`src/rtl/target_uart_trigger_if.sv`:
```
// Bus bundle for target_uart_trigger: target UART line, arm/disarm control,
// match configuration and the trigger/status outputs.
interface target_uart_trigger_if;
  logic        target_rx;
  logic        arm;
  logic        disarm;
  logic [31:0] pattern;
  logic [2:0]  pattern_len;
  logic [31:0] timeout;
  logic        trigger;
  logic        timed_out;
  logic        armed;
  logic [7:0]  rx_data;
  logic        rx_valid;

  modport master (
    output target_rx, arm, disarm, pattern, pattern_len, timeout,
    input  trigger, timed_out, armed, rx_data, rx_valid
  );

  modport slave (
    input  target_rx, arm, disarm, pattern, pattern_len, timeout,
    output trigger, timed_out, armed, rx_data, rx_valid
  );
endinterface

```
`src/rtl/target_uart_trigger.sv`:
```
// Target-side glitch trigger: 8N1 UART receiver on the target TX line plus an
// arm/disarm matcher that fires a one-cycle trigger on a 1-4 byte pattern.
module target_uart_trigger #(
  parameter int CLKS_PER_BIT = 868
) (
  input  logic                   clk,
  input  logic                   rst_n,
  target_uart_trigger_if.slave   bus
);

  localparam logic [15:0] LP_BIT_LAST  = 16'(CLKS_PER_BIT - 1);
  localparam logic [15:0] LP_HALF_LAST = 16'(CLKS_PER_BIT / 2 - 1);

  typedef enum logic [1:0] {RX_IDLE, RX_START, RX_DATA, RX_STOP} rx_state_t;
  typedef enum logic       {IDLE, ARMED} ctl_state_t;

  function automatic logic [2:0] clamp_len(input logic [2:0] len);
    if (len == 3'd0)      return 3'd1;
    else if (len > 3'd4)  return 3'd4;
    else                  return len;
  endfunction

  function automatic logic [31:0] len_mask(input logic [2:0] len);
    case (len)
      3'd1:    return 32'h0000_00FF;
      3'd2:    return 32'h0000_FFFF;
      3'd3:    return 32'h00FF_FFFF;
      default: return 32'hFFFF_FFFF;
    endcase
  endfunction

  // Synchroniser; r_rx_prev gives the 1->0 start-edge detect
  logic [1:0] r_sync;
  logic       r_rx_prev;
  logic       w_rx_s;

  assign w_rx_s = r_sync[1];

  always_ff @(posedge clk or negedge rst_n) begin
    if (!rst_n) begin
      r_sync    <= 2'b11;
      r_rx_prev <= 1'b1;
    end else begin
      r_sync    <= {r_sync[0], bus.target_rx};
      r_rx_prev <= w_rx_s;
    end
  end

  // Receiver FSM
  rx_state_t   r_rx_state, w_rx_state_next;
  logic [15:0] r_clk_cnt, w_clk_cnt_next;
  logic [2:0]  r_bit_idx, w_bit_idx_next;
  logic [7:0]  r_shift, w_shift_next;
  logic        w_byte_ok;

  always_ff @(posedge clk or negedge rst_n) begin
    if (!rst_n) begin
      r_rx_state <= RX_IDLE;
      r_clk_cnt  <= '0;
      r_bit_idx  <= '0;
      r_shift    <= '0;
    end else begin
      r_rx_state <= w_rx_state_next;
      r_clk_cnt  <= w_clk_cnt_next;
      r_bit_idx  <= w_bit_idx_next;
      r_shift    <= w_shift_next;
    end
  end

  always_comb begin
    w_rx_state_next = r_rx_state;
    w_clk_cnt_next  = r_clk_cnt + 16'd1;
    w_bit_idx_next  = r_bit_idx;
    w_shift_next    = r_shift;
    w_byte_ok       = 1'b0;
    case (r_rx_state)
      RX_IDLE: begin
        w_clk_cnt_next = '0;
        if (r_rx_prev && !w_rx_s) w_rx_state_next = RX_START;
      end
      RX_START: begin
        if (r_clk_cnt == LP_HALF_LAST) begin
          w_clk_cnt_next = '0;
          w_bit_idx_next = '0;
          w_rx_state_next = w_rx_s ? RX_IDLE : RX_DATA;
        end
      end
      RX_DATA: begin
        if (r_clk_cnt == LP_BIT_LAST) begin
          w_clk_cnt_next = '0;
          w_shift_next   = {w_rx_s, r_shift[7:1]};
          w_bit_idx_next = r_bit_idx + 3'd1;
          if (r_bit_idx == 3'd7) w_rx_state_next = RX_STOP;
        end
      end
      RX_STOP: begin
        if (r_clk_cnt == LP_BIT_LAST) begin
          w_clk_cnt_next  = '0;
          w_byte_ok       = w_rx_s;
          w_rx_state_next = RX_IDLE;
        end
      end
      default: w_rx_state_next = RX_IDLE;
    endcase
  end

  logic [7:0] r_rx_data;
  logic       r_rx_valid;

  always_ff @(posedge clk or negedge rst_n) begin
    if (!rst_n) begin
      r_rx_data  <= '0;
      r_rx_valid <= 1'b0;
    end else begin
      r_rx_valid <= w_byte_ok;
      if (w_byte_ok) r_rx_data <= r_shift;
    end
  end

  // Control FSM
  ctl_state_t  r_state, w_state_next;
  logic [31:0] r_pattern;
  logic [2:0]  r_len;
  logic [31:0] r_timeout;
  logic [31:0] r_hist;
  logic [2:0]  r_byte_cnt;
  logic [31:0] r_tcnt;
  logic        r_trigger, r_timed_out, r_armed;

  logic [31:0] w_hist_shift;
  logic [2:0]  w_cnt_inc;
  logic [31:0] w_tcnt_inc;
  logic        w_load, w_shift_hist, w_fire_trig, w_fire_tout, w_tcnt_en;

  assign w_hist_shift = {r_hist[23:0], r_shift};
  assign w_cnt_inc    = (r_byte_cnt == 3'd4) ? 3'd4 : r_byte_cnt + 3'd1;
  assign w_tcnt_inc   = r_tcnt + 32'd1;

  always_comb begin
    w_state_next = r_state;
    w_load       = 1'b0;
    w_shift_hist = 1'b0;
    w_fire_trig  = 1'b0;
    w_fire_tout  = 1'b0;
    w_tcnt_en    = 1'b0;
    case (r_state)
      IDLE: begin
        if (bus.arm && !bus.disarm) begin
          w_state_next = ARMED;
          w_load       = 1'b1;
        end
      end
      ARMED: begin
        if (bus.disarm) begin
          w_state_next = IDLE;
        end else if (bus.arm) begin
          w_load = 1'b1;
        end else if (r_trigger || r_timed_out) begin
          // Leave one cycle after the pulse so armed overlaps it
          w_state_next = IDLE;
        end else begin
          if (w_byte_ok) begin
            w_shift_hist = 1'b1;
            if ((w_cnt_inc >= r_len) &&
                (((w_hist_shift ^ r_pattern) & len_mask(r_len)) == 32'd0))
              w_fire_trig = 1'b1;
          end
          if (r_timeout != 32'd0) begin
            w_tcnt_en = 1'b1;
            if ((w_tcnt_inc == r_timeout) && !w_fire_trig) w_fire_tout = 1'b1;
          end
        end
      end
      default: w_state_next = IDLE;
    endcase
  end

  always_ff @(posedge clk or negedge rst_n) begin
    if (!rst_n) begin
      r_state     <= IDLE;
      r_armed     <= 1'b0;
      r_trigger   <= 1'b0;
      r_timed_out <= 1'b0;
      r_pattern   <= '0;
      r_len       <= 3'd1;
      r_timeout   <= '0;
      r_hist      <= '0;
      r_byte_cnt  <= '0;
      r_tcnt      <= '0;
    end else begin
      r_state     <= w_state_next;
      r_armed     <= (w_state_next == ARMED);
      r_trigger   <= w_fire_trig;
      r_timed_out <= w_fire_tout;
      if (w_load) begin
        r_pattern  <= bus.pattern;
        r_len      <= clamp_len(bus.pattern_len);
        r_timeout  <= bus.timeout;
        r_hist     <= '0;
        r_byte_cnt <= '0;
        r_tcnt     <= '0;
      end else begin
        if (w_shift_hist) begin
          r_hist     <= w_hist_shift;
          r_byte_cnt <= w_cnt_inc;
        end
        if (w_tcnt_en) r_tcnt <= w_tcnt_inc;
      end
    end
  end

  assign bus.trigger   = r_trigger;
  assign bus.timed_out = r_timed_out;
  assign bus.armed     = r_armed;
  assign bus.rx_data   = r_rx_data;
  assign bus.rx_valid  = r_rx_valid;

endmodule

```
`src/flat_wrapper.sv`:
```
// flat-port wrapper written by rule: the top's interface ports become plain ports
module target_uart_trigger_flat 
#(
  parameter int CLKS_PER_BIT = 868
)
  (clk, rst_n, bus_target_rx, bus_arm, bus_disarm, bus_pattern, bus_pattern_len, bus_timeout, bus_trigger, bus_timed_out, bus_armed, bus_rx_data, bus_rx_valid);
  target_uart_trigger_if bus_i ();
  input  logic clk;
  input  logic rst_n;
  input wire logic [$bits(bus_i.target_rx)-1:0] bus_target_rx;
  input wire logic [$bits(bus_i.arm)-1:0] bus_arm;
  input wire logic [$bits(bus_i.disarm)-1:0] bus_disarm;
  input wire logic [$bits(bus_i.pattern)-1:0] bus_pattern;
  input wire logic [$bits(bus_i.pattern_len)-1:0] bus_pattern_len;
  input wire logic [$bits(bus_i.timeout)-1:0] bus_timeout;
  output wire logic [$bits(bus_i.trigger)-1:0] bus_trigger;
  output wire logic [$bits(bus_i.timed_out)-1:0] bus_timed_out;
  output wire logic [$bits(bus_i.armed)-1:0] bus_armed;
  output wire logic [$bits(bus_i.rx_data)-1:0] bus_rx_data;
  output wire logic [$bits(bus_i.rx_valid)-1:0] bus_rx_valid;
  assign bus_i.target_rx = bus_target_rx;
  assign bus_i.arm = bus_arm;
  assign bus_i.disarm = bus_disarm;
  assign bus_i.pattern = bus_pattern;
  assign bus_i.pattern_len = bus_pattern_len;
  assign bus_i.timeout = bus_timeout;
  assign bus_trigger = bus_i.trigger;
  assign bus_timed_out = bus_i.timed_out;
  assign bus_armed = bus_i.armed;
  assign bus_rx_data = bus_i.rx_data;
  assign bus_rx_valid = bus_i.rx_valid;
  target_uart_trigger #(.CLKS_PER_BIT(CLKS_PER_BIT)) u_core (.clk(clk), .rst_n(rst_n), .bus(bus_i));
endmodule
```
`config.mk`:
```
export PLATFORM = sky130hd
export DESIGN_NAME = target_uart_trigger_flat
export DESIGN_NICKNAME = d
export VERILOG_FILES = /design/src/rtl/target_uart_trigger_if.sv /design/src/rtl/target_uart_trigger.sv /design/src/flat_wrapper.sv
export SDC_FILE = /design/constraint.sdc
export NUM_CORES = 1
export LEC_CHECK = 0
export ABC_CLOCK_PERIOD_IN_PS = 3800
export CAP_MARGIN = 20
export CORE_MARGIN = 5
export CORE_UTILIZATION = 50
export CTS_BUF_LIST = sky130_fd_sc_hd__clkbuf_16
export CTS_CLUSTER_SIZE = 28
export DETAILED_ROUTE_END_ITERATION = 8
export HOLD_SLACK_MARGIN = 0.02
export PLACE_DENSITY = 0.71
export REMOVE_ABC_BUFFERS = 1
export SYNTH_ARGS = -nofsm -noshare
export SYNTH_HDL_FRONTEND = slang
export SYNTH_SLANG_ARGS = --single-unit
```
`constraint.sdc`:
```
create_clock -name clk -period 3.8 [get_ports clk]
set_input_delay 1.14 -clock clk [delete_from_list [all_inputs] [get_ports clk]]
set_output_delay 1.14 -clock clk [all_outputs]
set_load 0.03 [all_outputs]
```
== Word level (Yosys, flattened, before mapping) ==
Cells that the tools add are included.

* $lt $le $gt $ge: 2
* Div/mod/pow operators: 0
* Shift-type cells: 0
* Multipliers: 0
* Eq/ne operators: 16
* Add/sub/neg operators: 4
* Bitwise logic cells: 3
* Multiplexer cells: 64
* Reduce and logical (&&, ||, !) cells: 19

{| class="wikitable"
|+ Operators by type and width
! cell !! number
|-
| $mux W32 || 7
|-
| $pmux W32 S3 || 1
|-
| $mux W24 || 2
|-
| $pmux W16 S3 || 1
|-
| $mux W1 || 34
|-
| $add A32 B1 Y32 const B || 1
|-
| $and A32 B32 Y32 || 1
|-
| $eq A32 B32 Y1 || 1
|-
| $logic_not A32 Y1 || 1
|-
| $mux W16 || 2
|-
| $reduce_bool A32 Y1 || 1
|-
| $xor A32 B32 Y32 || 1
|-
| $mux W3 || 7
|-
| $add A16 B1 Y16 const B || 1
|-
| $eq A16 B10 Y1 const B || 1
|-
| $eq A16 B9 Y1 const B || 1
|-
| $mux W2 || 6
|-
| $ne A2 B1 Y1 const B || 5
|-
| $pmux W2 S4 || 1
|-
| $add A3 B1 Y3 const B || 2
|-
| $eq A3 B2 Y1 const B || 2
|-
| $eq A3 B3 Y1 const B || 2
|-
| $pmux W3 S2 || 1
|-
| $reduce_bool A2 Y1 || 3
|-
| other kinds (16) || 23
|}

* Register bits after elaboration: 170
* ROM bits: 0
* RAM bits: 0
* Latch bits: 0
* Memories: 0
* Word-level logic and storage cells: 125
* Input bits: 72

== Longest topological paths before layout ==
* Word-level depth: 25
* Mapped depth: 12

== Least setup slack after synthesis ==
OpenSTA, ideal clock, no wires.

* Path kind: input port to flip-flop
* Start: input port bus_disarm
* End: register u_core.r_timed_out, in the netlist u_core.bus.timed_out
* Data arrival time: 2787 ps
* Path buffers: 1
* Setup slack: 918 ps
* Required time: 3704 ps
* Cell stages on the path: 8
* Cells stage by stage: nor2_1 > nand3_1 > o21bai_1 > clkbuf_1 > nor3_1 > nand4_2 > or4_1 > nor4_2

* Longest elaborated chain between the ends: 2

{| class="wikitable"
|+ RTL lines
! element !! RTL line !! RTL
|-
| start, declared || flat_wrapper.sv:12 || <nowiki>input wire logic [$bits(bus_i.disarm)-1:0] bus_disarm;</nowiki>
|-
| $mux W1 || target_uart_trigger.sv:154 || <nowiki>if (bus.disarm) begin</nowiki>
|-
| $mux W1 || target_uart_trigger.sv:146 || <nowiki>case (r_state)</nowiki>
|-
| net u_core.w_fire_tout || target_uart_trigger.sv:133 || <nowiki>logic w_load, w_shift_hist, w_fire_trig, w_fire_tout, w_tcnt_en;</nowiki>
|-
| end signal, assigned || target_uart_trigger.sv:194 || <nowiki>r_timed_out <= w_fire_tout;</nowiki>
|-
| end, declared || target_uart_trigger.sv:128 || <nowiki>logic r_trigger, r_timed_out, r_armed;</nowiki>
|}

The timed path passes the listed nets, and every way through them passes these cells.
A chain may end at the register's enable or synchronous reset.

== Worst setup path in the final report ==
* Start: register u_core.r_tcnt[0]
* End: register u_core.r_timed_out, in the netlist u_core.bus.timed_out

* Longest elaborated chain between the ends: 9

{| class="wikitable"
|+ RTL lines
! element !! RTL line !! RTL
|-
| start, declared || target_uart_trigger.sv:127 || <nowiki>logic [31:0] r_tcnt;</nowiki>
|-
| start signal, assigned || target_uart_trigger.sv:207 || <nowiki>if (w_tcnt_en) r_tcnt <= w_tcnt_inc;</nowiki>
|-
| $add A32 B1 Y32 || target_uart_trigger.sv:137 || <nowiki>assign w_tcnt_inc = r_tcnt + 32'd1;</nowiki>
|-
| $eq A32 B32 Y1 || target_uart_trigger.sv:170 || <nowiki>if ((w_tcnt_inc == r_timeout) && !w_fire_trig) w_fire_tout = 1'b1;</nowiki>
|-
| $logic_and A1 B1 Y1 || target_uart_trigger.sv:170 ||
|-
| $mux W1 || target_uart_trigger.sv:170 ||
|-
| $mux W1 || target_uart_trigger.sv:168 || <nowiki>if (r_timeout != 32'd0) begin</nowiki>
|-
| $mux W1 || target_uart_trigger.sv:158 || <nowiki>end else if (r_trigger || r_timed_out) begin</nowiki>
|-
| $mux W1 || target_uart_trigger.sv:156 || <nowiki>end else if (bus.arm) begin</nowiki>
|-
| $mux W1 || target_uart_trigger.sv:154 ||
|-
| $mux W1 || target_uart_trigger.sv:146 ||
|-
| net u_core.w_fire_tout || target_uart_trigger.sv:133 ||
|}

The timed path passes the listed nets, and every way through them passes these cells.

==> metrics.md <==
| Metric | Value |
|---|---|
| Hold-fix buffers at CTS | 0 |
| Dominant synthesized flop cell | dfrtp_1 |
| Worst setup SP type | register |
| Switching power of the nets | 1.26 mW |
| Iter 0 DRT Violations | roughly 450 |
| Final number of hold-violating endpoints | 0 |
| Mapped Area | between 8000 and 9000 sq um |
| Max_cap viols | 0 |
| Initial antenna violation count | 0 |
| Slew HR | 0.482 |
| Layout overhead on the synthesized area | 18.3% |
| Clock latency at the later pin of the worst-skew pair | around 0.44 ns |
| Die ar. | approximately 20000 sq um |
| # rows | 48 |
| Area of the multi-input gates | 4260 sq um |
| DIE HEIGHT | 143 microns |
| Max-slew violations | 0 |
| Dominant cell type by area after synthesis | dfrtp_1 |
| Resized Gates After CTS | 0 |
| Number of global-route vias before repair | a little over 7000 |
| CTS tree | yes |
| EDFF count, synth | 0 |
| Switching portion of total power | 0.291 |
| GR Overflow Total | 0 |
| # clock sinks | 170 |
| Fill count | roughly 1500 |
| Kind of end point of the critical path | register |
| Layout cells sized above 1 | 0.0774 |
| Share of total power in combinational logic | 0.150 |
| Core ar. | approximately 17000 sq um |
| Design Power | approximately 4.3 mW |
| Clock Tree Buf Depth | 2 |
| Post-synthesis sequential area ratio | 0.484 |
| Max VDD drop | 0.000315 V |
| Clock Skews | roughly 0.0094 ns |
| Hold Crit Class | register to register |
| Outcome | finished clean |
| Syn Inst Count | between 900 and 1000 |
| Largest net degree at the start of global routing | 91 |
| Crit Path Max Fanout | 8 |
| Period minus WS final | between 3 and 4 ns |
| Worst EP required | ~4.1 ns |
| Worst EP arrival | 3.49 ns |
| Clock Pin Slew Worst Setup and Hold Paths | roughly 0.07 ns |
| Via count | just over 7000 |
| Int Pwr | about 3 mW |
| First-pass GRT wire length | between 30000 and 40000 microns |
| Leakage | 4.75 nW |
| # diodes | 0 |
| CTS buffer count | 17 |
| Clk network pwr share | 0.375 |
| Number of synthesized register bits | between 150 and 200 |
| Synth top cells by count | nand2_1, dfrtp_1, xnor2_1, nor2_1, nand3_1 |
| Register area | roughly 4300 sq um |
| Seq pwr share | 0.474 |
| Finish-stage setup viols | 0 |
| Post-CTS Setup Bufs | 0 |
| Root buffer cell | clkbuf_16 |
| Worst slew pin tran | between 0.7 and 0.8 ns |
| Total number of yosys warnings | 0 |
| Post-Place Worst Slack | approximately 0.31 ns |
| Pwr dens | about 420 nW/um^2 |
| IO Count | 84 |
| Synth area leaders | dfrtp_1, nand2_1, xnor2_1 |
| Mean area per synthesized cell | between 8 and 9 sq um |
| Final worst-path cycle share | 0.829 |
| GRT Util Overall | 0.208 |
| Synth top area share | 0.472 |
| Initial Util | 0.508 |
| Drt via density | roughly 5.4 |
| WS Path Type | register to register |
| GPL Wtd Cong | between 0.8 and 0.9 |
| Routed Antenna Nets | 0 |
| Final net count | between 1000 and 1500 |
| DRC viols | 0 |
| Die W | between 100 and 150 microns |
| Worst hold margin | ~0.36 ns |
| Peak Freq | about 320 MHz |
| FFs w/ async S/R, synth | 1.00 |
| Post-synth cell types | between 60 and 70 |
| Wirelength per Cell | between 15 and 20 microns |
| Cell with the most instances after synthesis | nand2_1 |
| Drt pass-1 iters | 5 |
| Final wirelength | ~20000 microns |
| Post-DP HPWL | approximately 14000 microns |
| RSZ-0062 raised after global routing | no |
| Min setup slack post-route | between 0.6 and 0.7 ns |
| H-tree levels | 4 |
| Port bufs | 83 |
per-layer routing:
layer / routed length (microns) / vias up / global-route usage
met5: 0 / - / 0
met4: 433 / 0 / 0.0700
met3: 696 / 28 / 0.0352
met2: 10200 / 131 / 0.358
met1: 8940 / 3402 / 0.267
li1: - / 3475 / -
worst paths after layout:
check                                  endpoint  cells after the start  slack, ns             start
max                        u_core.bus.timed_out                      8       0.65  u_core.r_tcnt[0]
min                            u_core.r_sync[1]                      0       0.36  u_core.r_sync[0]
max reg2reg                u_core.bus.timed_out                      8       0.65  u_core.r_tcnt[0]
min reg2reg                    u_core.r_sync[1]                      0       0.36  u_core.r_sync[0]
max in group asynchronous      u_core.r_sync[1]                      2       2.32             rst_n
min in group asynchronous   u_core.r_timeout[3]                      1       0.70             rst_n
kinds of logic (layout without fill, tap and decap cells):
| kind of cell | Yosys count | after routing | share of synthesized area |
|---|---|---|---|
| flops | 170 | 170 | 0.484 |
| fa+ha+maj | 14 | 14 | 0.0199 |
| simple gates | 524 | 524 | 0.273 |
| xor+xnor | 94 | 94 | 0.0953 |
| compound gates | 110 | 110 | 0.0790 |
| mux | 12 | 12 | 0.0149 |
| buf+inv | 66 | 148 | 0.0339 |
power by group through the flow:
stage | logic (mW) | registers [mW] | clock network, mW
after floorplan | 0.428 | 2.05 | 0
after global placement | 0.643 | 2.08 | 0
after detailed placement | 0.660 | 2.09 | 0
after CTS | 0.666 | 2.06 | 1.65
after global routing | 0.746 | 2.07 | 1.72
final | 0.653 | 2.06 | 1.63
metrics by stage:
stage / setup TNS (ns) / utilization / instances / instance area, sq um
detailed placement: 0 / 0.570 / 1265 / 9860
global placement: 0 / 0.570 / 1265 / 9860
global route: 0 / 0.602 / 1297 / 10400
CTS: 0 / 0.602 / 1297 / 10400
floorplan: -9.36 / - / 942 / 8560
finish: 0 / 0.602 / 1297 / 10400
placed cells by master (no fill, tap or decap), types with 9 or more instances in the layout:
master,synthesis,routed
a21oi_1,13,13
nor2_1,61,61
buf_4,0,11
dfrtp_1,166,166
nor2b_1,10,9
nand2_1,306,306
nor4_1,20,20
o21ai_0,47,47
nand4_1,15,15
mux2_2,9,9
clkdlybuf4s50_1,0,82
xor2_1,22,22
nor3_1,12,12
clkbuf_16,0,17
o31ai_1,22,22
inv_1,17,18
ha_1,14,14
xnor2_1,70,70
nand3_1,51,51
sequential cells by signal, summed over array words and instances (netlist names), named ones only:
register / flops
u_core.r_hist: 24
u_core.r_shift: 8
u_core.r_state: 1
u_core.r_timeout: 32
u_core.bus.rx_data: 8
u_core.bus.timed_out: 1
u_core.bus.rx_valid: 1
u_core.r_len: 3
u_core.r_byte_cnt: 3
u_core.r_clk_cnt: 16
u_core.r_bit_idx: 3
u_core.r_pattern: 32
u_core.bus.trigger: 1
u_core.r_rx_state: 1
u_core.r_sync: 2
u_core.r_rx_prev: 1
u_core.r_tcnt: 32
critical path, stage by stage, from the launching register on:
cell     delay, ns
dfrtp_1       0.48
ha_1          0.30
nand3_2       0.21
nor3_1        0.65
nand3_1       0.22
xor2_1        0.20
a211o_1       0.29
or4_1         0.43
nor4_2        0.27
area by class of cell:
class / count / area share
clock buffers: 17 / 0.0409
clock inverters: 15 / 0.0114
inverters: 18 / 0.00649
multi-input cells: 754 / 0.409
flip-flops and latches: 170 / 0.409
well taps: 225 / 0.0271
repair buffers: 98 / 0.0956
No activity file was read; power rests on OpenSTA's default activity.
